==> src/rtl/sub_pipe_clk.sv <==
// sub_pipe_clk: two-stage pipelined subtractor, d = a - b - bi.
//
// The difference is formed as a + ~b + ~bi with a block carry-lookahead adder.
// Stage 1 computes the low half and registers its carry. Stage 2 completes the
// high half from that carry and registers the result and flags. A valid/ready
// handshake sits on both sides. The whole pipeline stalls in lockstep whenever
// a held result is not being consumed.
//
// Ports:
//   clock      in   rising-edge clock
//   reset      in   synchronous, active-high reset
//   in_valid   in   operand set a/b/bi is valid this cycle
//   in_ready   out  operands are accepted this cycle
//   a          in   minuend   [WIDTH-1:0]
//   b          in   subtrahend [WIDTH-1:0]
//   bi         in   borrow in
//   out_valid  out  d/flags hold a valid result
//   out_ready  in   consumer accepts the result this cycle
//   d          out  difference modulo 2^WIDTH [WIDTH-1:0]
//   bo         out  borrow out, 1 iff a < b + bi (unsigned)
//   ovf        out  signed overflow of the subtraction
//   zero       out  1 iff d == 0

module sub_pipe_clk #(
    parameter int unsigned WIDTH = 32
) (
    input  logic             clock,
    input  logic             reset,
    input  logic             in_valid,
    output logic             in_ready,
    input  logic [WIDTH-1:0] a,
    input  logic [WIDTH-1:0] b,
    input  logic             bi,
    output logic             out_valid,
    input  logic             out_ready,
    output logic [WIDTH-1:0] d,
    output logic             bo,
    output logic             ovf,
    output logic             zero
);

    localparam int unsigned HALF = WIDTH / 2;
    // 4-bit lookahead groups; the top group is zero-padded if HALF is not a multiple of 4.
    localparam int unsigned NG   = (HALF + 3) / 4;
    localparam int unsigned NB   = NG * 4;

    // Returns {carry_out, sum} of x + y + cin.
    function automatic logic [HALF:0] cla_add(
        input logic [HALF-1:0] x,
        input logic [HALF-1:0] y,
        input logic            cin
    );
        logic [NB-1:0]   g;
        logic [NB-1:0]   p;
        logic [NB:0]     c;
        logic [NG-1:0]   gg;
        logic [NG-1:0]   gp;
        logic [NG:0]     gc;
        logic [HALF-1:0] s;
        int unsigned     base;

        g = '0;
        p = '0;
        for (int unsigned i = 0; i < HALF; i++) begin
            g[i] = x[i] & y[i];
            p[i] = x[i] ^ y[i];
        end

        // Group generate/propagate.
        for (int unsigned j = 0; j < NG; j++) begin
            base  = 4 * j;
            gg[j] = g[base+3]
                  | (p[base+3] & g[base+2])
                  | (p[base+3] & p[base+2] & g[base+1])
                  | (p[base+3] & p[base+2] & p[base+1] & g[base]);
            gp[j] = p[base+3] & p[base+2] & p[base+1] & p[base];
        end

        // Carries into each group.
        gc[0] = cin;
        for (int unsigned j = 0; j < NG; j++) begin
            gc[j+1] = gg[j] | (gp[j] & gc[j]);
        end

        // Bit carries inside each group, expanded from the group carry-in.
        for (int unsigned j = 0; j < NG; j++) begin
            base      = 4 * j;
            c[base]   = gc[j];
            c[base+1] = g[base] | (p[base] & gc[j]);
            c[base+2] = g[base+1]
                      | (p[base+1] & g[base])
                      | (p[base+1] & p[base] & gc[j]);
            c[base+3] = g[base+2]
                      | (p[base+2] & g[base+1])
                      | (p[base+2] & p[base+1] & g[base])
                      | (p[base+2] & p[base+1] & p[base] & gc[j]);
        end
        c[NB] = gc[NG];

        for (int unsigned i = 0; i < HALF; i++) begin
            s[i] = p[i] ^ c[i];
        end

        // With padding, the real carry-out lives inside the top group.
        return {c[HALF], s};
    endfunction

    // Stage 1 registers
    logic            v1_q;
    logic [HALF-1:0] lo_q;
    logic            c16_q;
    logic [HALF-1:0] a_hi_q;
    logic [HALF-1:0] nb_hi_q;
    logic            a_msb_q;
    logic            b_msb_q;

    // Stage 2 registers
    logic             out_valid_q;
    logic [WIDTH-1:0] d_q;
    logic             bo_q;
    logic             ovf_q;
    logic             zero_q;

    logic             adv;
    logic [HALF:0]    lo_sum;
    logic [HALF:0]    hi_sum;
    logic [WIDTH-1:0] d_d;
    logic             bo_d;
    logic             ovf_d;
    logic             zero_d;

    // Both stages move together; a held result blocks everything behind it.
    assign adv      = !out_valid_q || out_ready;
    assign in_ready = adv && !reset;

    // Stage 1 datapath: low half of a + ~b + ~bi.
    assign lo_sum = cla_add(a[HALF-1:0], ~b[HALF-1:0], ~bi);

    // Stage 2 datapath: high half using the registered low-half carry.
    assign hi_sum = cla_add(a_hi_q, nb_hi_q, c16_q);

    always_comb begin
        d_d    = {hi_sum[HALF-1:0], lo_q};
        // No carry out of a + ~b + ~bi means the subtraction borrowed.
        bo_d   = !hi_sum[HALF];
        ovf_d  = (a_msb_q != b_msb_q) && (d_d[WIDTH-1] != a_msb_q);
        zero_d = (d_d == '0);
    end

    always_ff @(posedge clock) begin
        if (reset) begin
            v1_q        <= 1'b0;
            lo_q        <= '0;
            c16_q       <= 1'b0;
            a_hi_q      <= '0;
            nb_hi_q     <= '0;
            a_msb_q     <= 1'b0;
            b_msb_q     <= 1'b0;
            out_valid_q <= 1'b0;
            d_q         <= '0;
            bo_q        <= 1'b0;
            ovf_q       <= 1'b0;
            zero_q      <= 1'b0;
        end else if (adv) begin
            // Bubbles still load the data registers; only the valid bit marks them.
            v1_q        <= in_valid;
            lo_q        <= lo_sum[HALF-1:0];
            c16_q       <= lo_sum[HALF];
            a_hi_q      <= a[WIDTH-1:HALF];
            nb_hi_q     <= ~b[WIDTH-1:HALF];
            a_msb_q     <= a[WIDTH-1];
            b_msb_q     <= b[WIDTH-1];
            out_valid_q <= v1_q;
            d_q         <= d_d;
            bo_q        <= bo_d;
            ovf_q       <= ovf_d;
            zero_q      <= zero_d;
        end
    end

    assign out_valid = out_valid_q;
    assign d         = d_q;
    assign bo        = bo_q;
    assign ovf       = ovf_q;
    assign zero      = zero_q;

endmodule
==> config.mk <==
export PLATFORM = sky130hd
export DESIGN_NAME = sub_pipe_clk
export DESIGN_NICKNAME = d
export VERILOG_FILES = /design/src/rtl/sub_pipe_clk.sv
export SDC_FILE = /design/constraint.sdc
export NUM_CORES = 1
export LEC_CHECK = 0
export ABC_AREA = 1
export CORE_MARGIN = 1
export CORE_UTILIZATION = 27
export DETAILED_ROUTE_END_ITERATION = 7
export HOLD_SLACK_MARGIN = 0.15
export SYNTH_ARGS = -nofsm -noshare
export SYNTH_HDL_FRONTEND = slang
export SYNTH_SLANG_ARGS = --single-unit
export TNS_END_PERCENT = 10
==> constraint.sdc <==
create_clock -name clock -period 5 [get_ports clock]
set_input_delay 1 -clock clock [delete_from_list [all_inputs] [get_ports clock]]
set_output_delay 1 -clock clock [all_outputs]
set_load 0.1 [all_outputs]
==> impl_metrics.ini <==
[drt]
wl_met2_um = 4800
drt-met1-wl_um = 5220
avgRoutedWirePerCell_um = 12.6
routed_wl_um = 10800
vias = 3760
firstDrtPassIters = 5
ant_nets = 0
met3_wirelength_um = 595
drtIter0Drc = 195
top_layer = met4
vias_per_cell = 4.37
drcViolationCount = 0

[sta]
tightest_slew_ns = 1.05
setup_viol = 0
fmaxAchievable_mhz = 286
fin_crit_sh_pct = 70.0
slew_viol_final = 0
rsz0062_at_grt = false
worst_slack_ns = 1.50
finClkSkew_ns = 0.00798
timing.slew.headroom_pct = 29.8
period_minus_slack_ns = 3.50
holdWs_ns = 0.454
finalHoldViolations = 0
final.setup.tns_ns = 0

[setup_path]
start_kind = primary input
crit_fanout = 20
slowest_stage = or2_1
r2r_start = a_hi_q[3]$_SDFFE_PP0N_
crit_chain = clkdlybuf4s50_1 > or2_1 > inv_2 > nor2_2 > buf_12
crit_type = in -> out
startpoint = out_ready
crit_end = in_ready
reg2reg_setup_slack_ns = 1.96
r2r.worst_path.cells = 21
cp-end-kind = output pin
max_stage_delay_ns = 0.50
worstPathRequired_ns = 4.00
timing.rr.end = zero$_SDFFE_PP0N_
cp.arrival_ns = 2.50

[clock_tree]
hold_buffers = 0
numClockSinks = 87
cts_resized = 0
cts_tree = yes
clock_latency_ns = 0.35
clkSlewWorstSetupHoldPaths_ns = 0.06
clockBufferDepth = 2
cts_buffers = 9
h-tree-depth = 3
cts_root_buf = clkbuf_16
postCtsSetupBuffers = 0

[cells_and_area]
drive_above_1_share_pct = 5.89
n_antenna_cell = 0
most-common-layout-cells = nand2_1, clkdlybuf4s50_1, dfxtp_1
fin_area_um2 = 5980
final_common_cell = nand2_1
final_nets = 749
n_fill_cell = 1668
syn_to_final_growth_pct = 37.2

[floorplan]
die_h_um = 129
ioPinCount = 106
fp-row-count = 46
die_area_um2 = 16600
start_util_pct = 27.5
die_x_um = 129
design.core.area_um2 = 15800

[yosys]
synth_warnings = 0
ys_top_cells_by_area = dfxtp_1, ha_1, nand2_1
synth_top_area_share_pct = 40.0
syn_inst = 540
yosys.cell_types.count = 35
syn_area_um2 = 4360
yosys.area.top_type = dfxtp_1
yosysSeqAreaShare_pct = 40.0
synth_seq_cells = 87
syn-num-nets = 649
syn_avg_cell_area_um2 = 8.07

[power]
cellLeakagePower_nw = 2.72
p_total_mw = 2.19
swShare_pct = 32.6
pwr-share-comb_pct = 27.4
vdd_ir_drop_max_uv = 185
clkPwrFrac_pct = 36.3
internal_power_mw = 1.48
pwr_density_cell_nw_per_um2 = 366
netSwitchingPower_mw = 0.715
seq_power_share_pct = 36.3

[job]
maxCapViolations = 0

[grt]
grt_antenna_before_repair = 0
grt_usage_pct = 13.9
grt_pass1_wl_um = 17800
grt_pass1_vias = 3692
grt_max_degree = 42
overflow = 0

[hold_path]
hp-class = reg -> reg

[run_status]
status = complete, no violations

[placed_design]
io_buffers = 105
placed_cell_area_um2 = 5620
gp_congestion = 0.805
dpl.hpwl_um = 7990
place_ws_ns = 1.49
[layer usage]
layer | vias up | global-route usage [%]
li1 | 1997 | -
met2 | 85 | 22.8
met5 | - | 0
met4 | 0 | 5.67
met3 | 16 | 3.47
met1 | 1662 | 17.5
[power groups by stage]
stage / Sequential, mW / Clock [mW] / Combinational (mW)
final: 0.796 / 0.795 / 0.600
after detailed placement: 0.811 / 0 / 0.604
after global placement: 0.811 / 0 / 0.600
after global routing: 0.806 / 0.848 / 0.652
after floorplan: 1.01 / 0 / 0.220
after CTS: 0.797 / 0.813 / 0.608
[registers in the layout (all words and copies together) (netlist names)]
signal and flops:
d 32, lo_q 16, nb_hi_q 16, a_hi_q 15
a_msb_q 1, b_msb_q 1, bo 1, c16_q 1
out_valid 1, ovf 1, v1_q 1, zero 1
[worst min-delay path by stage]
stage,start,end,slack [ns],depth (start not counted)
2_1_floorplan,v1_q$_SDFFE_PP0N_,out_valid$_SDFFE_PP0N_,0.43,2
3_3_place_gp,nb_hi_q[6]$_SDFFE_PP0N_,nb_hi_q[6]$_SDFFE_PP0N_,0.44,2
4_1_cts,ovf$_SDFFE_PP0N_,ovf$_SDFFE_PP0N_,0.46,2
6_report,ovf$_SDFFE_PP0N_,ovf$_SDFFE_PP0N_,0.45,2
5_1_grt,ovf$_SDFFE_PP0N_,ovf$_SDFFE_PP0N_,0.48,2
3_5_place_dp,d[7]$_SDFFE_PP0N_,d[7]$_SDFFE_PP0N_,0.44,2
[through the flow]
stage | utilization (%) | instances
6_report | 37.8 | 861
5_1_grt | 37.8 | 861
4_1_cts | 37.8 | 861
3_5_place_dp | 35.5 | 845
3_3_place_gp | 35.5 | 845
2_1_floorplan | - | 540
[cell families (layout without fill, tap and decap cells)]
logic type	after synthesis	after routing	share of synthesized area [%]
flip-flops	87	87	40.0
AND/OR/NAND/NOR	189	189	19.6
XOR/XNOR	11	11	2.21
buffers and inverters	91	196	8.21
AO/OA/AOI/OAI	122	122	17.1
adder cells (fa/ha/maj)	40	40	12.9
[cells in the mapped netlist]
library cell    n
a31oi_1         5
and3_1          4
or2_1           1
nand2_4         6
a22o_1         25
xnor2_1         7
ha_1           32
a221oi_1        1
nand3_1        31
nor3b_1         1
o21ai_0        47
o21ai_1         6
nand3_2         1
nand3b_1        1
nor2_4          1
nand2_1       105
nor3_1          1
nor2_2          2
a21o_1          4
nand4_1         5
a211oi_2        1
a21oi_1        24
fa_1            8
inv_2           4
buf_2          10
nand2_2         3
dfxtp_1        87
clkbuf_1        8
nor2_1         27
o32ai_1         1
o22ai_1         7
inv_1          68
a211oi_1        1
xor2_1          4
buf_4           1
[critical path: cells and delay by family]
family / cells / cell delay [ns]
AND/OR/NAND/NOR: 2 / 0.69
buffers and inverters: 3 / 0.80
[layout make-up]
class                           count  area, um^2  area share, %
Clock buffer                       11         253           4.23
Clock inverter                      5         104           1.74
Inverter                           72         270           4.52
Multi-Input combinational cell    362        2260           37.7
Sequential cell                    87        1740           29.1
Tap cell                          216         270           4.52
Timing Repair Buffer              108        1080           18.1
Note: power is estimated with default switching activity, not from simulation.
